[src/rtl/uart_rx_frame_ctrl.sv]
// uart_rx_frame_ctrl: parses AA 55 CMD LEN PAYLOAD CSUM frames from a byte receiver and hands them to a consumer
module uart_rx_frame_ctrl #(
  parameter int MAX_LEN     = 16,
  parameter int AW          = 4,
  parameter int TIMEOUT_CYC = 50000,
  parameter int TO_W        = 16
) (
  input  logic          clk,
  input  logic          reset,
  input  logic          rx_done,
  input  logic [7:0]    rx_data,
  output logic          rx_en,
  output logic          frm_valid,
  input  logic          frm_ack,
  output logic [7:0]    frm_cmd,
  output logic [7:0]    frm_len,
  input  logic [AW-1:0] rd_addr,
  output logic [7:0]    rd_data,
  output logic          err_pulse,
  output logic [1:0]    err_code,
  output logic [7:0]    err_cnt
);
  typedef enum logic [2:0] {IDLE, H2, CMD, LEN, DATA, CSUM, HOLD} state_e;
  state_e          state_q, state_d;
  logic [7:0]      cmd_q, cmd_d, len_q, len_d, csum_q, csum_d, err_cnt_q, rd_data_q;
  logic [AW-1:0]   idx_q, idx_d;
  logic [TO_W-1:0] to_q, to_d;
  logic [1:0]      err_code_q, err_d;
  logic            err_pulse_q, frm_valid_q, wr_en, active, timeout;
  logic [7:0]      buf_q [2**AW];
  // next state, frame field capture and error decision; a byte always beats a timeout
  always_comb begin
    active  = state_q inside {H2, CMD, LEN, DATA, CSUM};
    timeout = active && !rx_done && (to_q == TO_W'(TIMEOUT_CYC));
    state_d = state_q;
    cmd_d   = cmd_q;
    len_d   = len_q;
    csum_d  = csum_q;
    idx_d   = idx_q;
    err_d   = 2'b00;
    wr_en   = 1'b0;
    if (timeout) begin
      state_d = IDLE;
      err_d   = 2'b01;
    end else if (rx_done) begin
      case (state_q)
        IDLE: state_d = (rx_data == 8'hAA) ? H2 : IDLE;
        H2:   state_d = (rx_data == 8'h55) ? CMD : (rx_data == 8'hAA) ? H2 : IDLE;
        CMD: begin
          cmd_d   = rx_data;
          csum_d  = rx_data;
          state_d = LEN;
        end
        LEN: begin
          len_d  = rx_data;
          csum_d = csum_q + rx_data;
          idx_d  = '0;
          if (rx_data > 8'(MAX_LEN)) begin
            state_d = IDLE;
            err_d   = 2'b10;
          end else state_d = (rx_data == 8'h00) ? CSUM : DATA;
        end
        DATA: begin
          wr_en   = 1'b1;
          csum_d  = csum_q + rx_data;
          idx_d   = idx_q + 1'b1;
          state_d = (8'(idx_q) == len_q - 8'd1) ? CSUM : DATA;
        end
        CSUM: begin
          state_d = (rx_data == csum_q) ? HOLD : IDLE;
          err_d   = (rx_data == csum_q) ? 2'b00 : 2'b11;
        end
        default: ;
      endcase
    end
    if (state_q == HOLD && frm_ack) state_d = IDLE;
    to_d = (rx_done || !active || state_d == IDLE) ? '0 : to_q + 1'b1;
  end
  // state, frame fields, error reporting and registered buffer read
  always_ff @(posedge clk or posedge reset) begin
    if (reset) begin
      state_q     <= IDLE;
      cmd_q       <= '0;
      len_q       <= '0;
      csum_q      <= '0;
      idx_q       <= '0;
      to_q        <= '0;
      frm_valid_q <= 1'b0;
      err_pulse_q <= 1'b0;
      err_code_q  <= '0;
      err_cnt_q   <= '0;
      rd_data_q   <= '0;
    end else begin
      state_q     <= state_d;
      cmd_q       <= cmd_d;
      len_q       <= len_d;
      csum_q      <= csum_d;
      idx_q       <= idx_d;
      to_q        <= to_d;
      frm_valid_q <= (state_d == HOLD);
      err_pulse_q <= |err_d;
      if (|err_d) err_code_q <= err_d;
      if (|err_d && err_cnt_q != 8'hFF) err_cnt_q <= err_cnt_q + 8'd1;
      rd_data_q   <= buf_q[rd_addr];
    end
  end
  // payload storage, intentionally not reset
  always_ff @(posedge clk) begin
    if (wr_en) buf_q[idx_q] <= rx_data;
  end
  assign rx_en     = (state_q != HOLD);
  assign frm_valid = frm_valid_q;
  assign frm_cmd   = cmd_q;
  assign frm_len   = len_q;
  assign rd_data   = rd_data_q;
  assign err_pulse = err_pulse_q;
  assign err_code  = err_code_q;
  assign err_cnt   = err_cnt_q;
endmodule

[config.mk]
export PLATFORM = sky130hd
export DESIGN_NAME = uart_rx_frame_ctrl
export DESIGN_NICKNAME = d
export VERILOG_FILES = /design/src/rtl/uart_rx_frame_ctrl.sv
export SDC_FILE = /design/constraint.sdc
export NUM_CORES = 1
export LEC_CHECK = 0
export CORE_MARGIN = 2
export CORE_UTILIZATION = 45
export CTS_CLUSTER_SIZE = 14
export DETAILED_ROUTE_END_ITERATION = 12
export GPL_ROUTABILITY_DRIVEN = 0
export PLACE_DENSITY = 0.74
export SLEW_MARGIN = 30
export SYNTH_ARGS = -nofsm -noshare
export SYNTH_HDL_FRONTEND = slang
export SYNTH_SLANG_ARGS = --single-unit
export TNS_END_PERCENT = 1
[constraint.sdc]
create_clock -name clk -period 2.8 [get_ports clk]
set_input_delay 0.56 -clock clk [delete_from_list [all_inputs] [get_ports clk]]
set_output_delay 0.56 -clock clk [all_outputs]
set_load 0.02 [all_outputs]
==> results.txt, run 1 <==
The async set-or-reset flop fraction in the synthesized netlist came out at 0.344. Synthesis produced a netlist with a net count of 593. The via count of the first global-routing pass came to 5390.

The final-report setup violation count is 0. At the later pin of the worst-skew pair, clock insertion delay measures 430 ps. The global routing met2 resource utilization is 0.340.

The starting density of the core is 0.457. The repair_antennas step left the layout with diodes totalling 0. During synthesis, Yosys emitted a total of 0 warnings. The layout net count is 694. The library cell with the largest summed area after synthesis is sky130_fd_sc_hd__edfxtp_1. The number of buffer cells added on primary ports is 52. For met3 alone, demand over resource in global routing was 0.0418. The overall die area came out at 20100 um2. On the critical path, the stage with the largest delay is an instance of sky130_fd_sc_hd__or4_1. The chip width came out at 142 um. The die outline height is 142 um. The worst setup path is launched from an input port.

The remaining antenna violation count came out at 0. Summed over all nets, the half-perimeter wirelength after detailed placement is 12400 um. The synthesized design contains 128 enable-type register cells. The largest fanout on the critical path came out at 12. The post-CTS setup buffer count is 0. The slew of the pin with the lowest slew margin is 575 ps. Dividing the detail-routed via count by the number of cells gives 5.72.

The total clock buffers created by CTS is 17. The share of synthesized cell area in and, or, nand and nor gates came out at 0.0997. The maximum number of pins on one net before global-route repair is 44.

Traced cell by cell, the critical path runs through clkdlybuf4s50_1 -> or4_1 -> or3_1 -> o221a_1 -> o2bb2ai_2 -> nand2_2 -> nor2_1. The start-to-end type of the worst setup path is input port to register. The worst endpoint data arrival time is 2940 ps. The clock-pin transition on the worst setup and hold timing paths is 70 ps. The number of remaining DRC errors came out at 0. The via total after detailed routing is 5197. For this run, global-route usage on met1 was measured as 0.260.

The synthesis-to-finish area growth is 20.9%. Dividing the detail-routed wire length by the instance count gives 20.9 um. The TritonCTS clock tree is built.

The fmax is 0.388 GHz. The adder-cell share of the synthesized area came out at 0.0244. The data required time at the worst endpoint is 3160 ps. The minimum clock period is 2580 ps. The largest single stage delay on the critical path is 620 ps.

The number of resized instances in the post-cts repair step is 0. The area fraction in compound gates after synthesis is 0.0523. The total wire length after detailed routing is 19000 um. The initial antenna violation count is 0.

The register area share after synthesis came out at 0.648. The ratio of cells with drive above 1 in the final layout is 0.215. The most used flip-flop cell after synthesis is sky130_fd_sc_hd__edfxtp_1.

The cell at the root of the clock tree is sky130_fd_sc_hd__clkbuf_16. For this design the top-level I/O count stands at 53. After global routing, the most crowded layer is met2. The clock net sink count is 195.

After synthesis, the largest family of logic cells by area is multiplexers. The total chip power came out at 6980 uW. The number of placement rows is 50. STA classifies the critical path endpoint as a register. Hold is met by 485 ps.

The cell count after synthesis came out at 561. The global-route wire length before repair is 29700 um. The number of hold-slack violations in the final timing report came to 0. The cts-stage hold buffer count is 0. The mapped cell area is 8520 um2.

Summed over all layers, the global routing overflow is 0. The parity-gate share of the synthesized area counting xor and xnor cells came out at 0.0319. The number of pins exceeding their max-slew limit in the final report is 0. The classification of the worst-slack hold path is input port to asynchronous set/reset pin.

The count of cell types in the netlist came out at 64. The share of Yosys cell area claimed by the top area cell type came out at 0.451. The run finished with clean final reports. Across the VDD grid, the largest voltage drop is 0.000491 V. The power density normalized to cell area is 678 nW/um2. The synthesized area per cell is 15.2 um2. After synthesis, the cell types taking the most area are sky130_fd_sc_hd__edfxtp_1 (45%), sky130_fd_sc_hd__dfrtp_1 (20%), sky130_fd_sc_hd__mux4_2 (11%), sky130_fd_sc_hd__ha_1 (2.2%), sky130_fd_sc_hd__nand2_1 (1.8%). The relative slew slack came out at 0.616.

The initial detailed-routing violation count came out at 374. In this run the static leakage power is 0.00388 uW. The core outline area came out at 18600 um2. Max-cap violations in this run came to 0. The clock tree synthesis step divided the H-tree into 4 levels. For this run, the total global-route usage over all layers was measured as 0.199.

The number of iterations in the first detailed-routing pass came out at 4. After synthesis the netlist holds a flip-flop and latch count of 195. The proportion of synthesized area in mux cells came out at 0.120. The portion of the clock cycle consumed by the worst path in the final layout is 0.920. Setup repair after global routing left no endpoint under its margin. Across the routed clock network, the largest skew measured is 8.13 ps. The worst-case clock buffer depth is 2.
==> stage by stage <==
step	utilization	instances	cell area (um2)	setup slack, ps	TNS (ps)
finish	0.553	909	10300	223	0
floorplan	-	561	8520	326	0
detailed placement	0.517	877	9640	-214	-3570
CTS	0.553	909	10300	237	0
global placement	0.517	877	9640	-123	-1810
global route	0.553	909	10300	88.8	0
==> cells in the mapped netlist, types with 11 or more instances <==
cell	instances
sky130_fd_sc_hd__a21oi_1	17
sky130_fd_sc_hd__dfrtp_1	67
sky130_fd_sc_hd__edfxtp_1	128
sky130_fd_sc_hd__ha_1	15
sky130_fd_sc_hd__inv_1	19
sky130_fd_sc_hd__mux4_2	40
sky130_fd_sc_hd__nand2_1	40
sky130_fd_sc_hd__nand3_1	13
sky130_fd_sc_hd__nand4_1	12
sky130_fd_sc_hd__nor2_1	31
sky130_fd_sc_hd__o21ai_0	11
sky130_fd_sc_hd__xnor2_1	14
sky130_fd_sc_hd__xor2_1	17
==> critical path, delay by kind of cell <==
| kind | cells | cell delay (ps) |
|---|---|---|
| AOI/OAI and AO/OA | 2 | 420 |
| and+or+nand+nor | 4 | 1370 |
| buffers and inverters | 1 | 590 |
==> final cells by class <==
type	instances	area, um2
Clock buffer	17	425
Tap cell	234	293
Inverter	19	71.3
Multi-Input combinational cell	324	2800
Clock inverter	15	233
Timing Repair Buffer	105	963
Sequential cell	195	5520
Fill cell	1436	8340
==> worst paths after layout <==
check	cells past startpoint	slack [ps]	from	endpoint
hold reg to reg	2	490	frm_cmd[4]$_DFFE_PP0P_	frm_cmd[4]$_DFFE_PP0P_
setup reg to reg	6	520	state_q[0]$_DFF_PP0_	buf_q[9][6]$_DFFE_PP_
min in group clk	2	490	frm_cmd[4]$_DFFE_PP0P_	frm_cmd[4]$_DFFE_PP0P_
hold / removal	2	480	reset	to_q[5]$_DFF_PP0_
max in group asynchronous	3	1680	reset	rd_data[7]$_DFF_PP0_
setup / recovery	7	220	rx_data[1]	to_q[2]$_DFF_PP0_
==> flip-flops by register name, indices dropped and copies added, names as in the netlist <==
name       count
buf_q        128
csum_q         8
err_cnt        8
err_code       2
err_pulse      1
frm_cmd        8
frm_len        8
frm_valid      1
idx_q          4
rd_data        8
state_q        3
to_q          16
==> logic make-up (layout without fill, tap and decap cells) <==
logic type | count (synthesis) | count (layout)
AND/OR/NAND/NOR | 161 | 161
XOR/XNOR | 31 | 31
multiplexers | 51 | 51
buffers and inverters | 42 | 156
AO/OA/AOI/OAI | 65 | 65
adder cells (fa/ha/maj) | 16 | 16
flip-flops | 195 | 195
==> report_power, final <==
group,leakage [uW],switching [uW],internal (uW)
sequential,0.00203,115,3190
clock,0.000325,1140,1540
combinational,0.00153,528,468
==> layer usage <==
layer / vias to the layer above / wire (um)
li1: 2354 / -
met1: 2688 / 8080
met2: 134 / 9800
met3: 21 / 857
met4: 0 / 268
met5: - / 0
==> cells in the final DEF (no fill, tap or decap), drive strengths merged, types with 10 or more instances in the layout <==
cell,n
dfrtp,67
nor2,31
mux4,40
nand2,41
nand3,13
xnor2,14
a21oi,17
buf,54
edfxtp,128
ha,15
clkbuf,17
nor3,10
o21ai,11
clkdlybuf4s50,51
inv,27
nand4,12
xor2,17
No activity file was read; power rests on OpenSTA's default activity.
==> run 2, diff against run 1 <==
- CAP_MARGIN: default -> 20
==> results of run 2 <==
No change in the layout: final DEF, timing and power equal those of run 1.
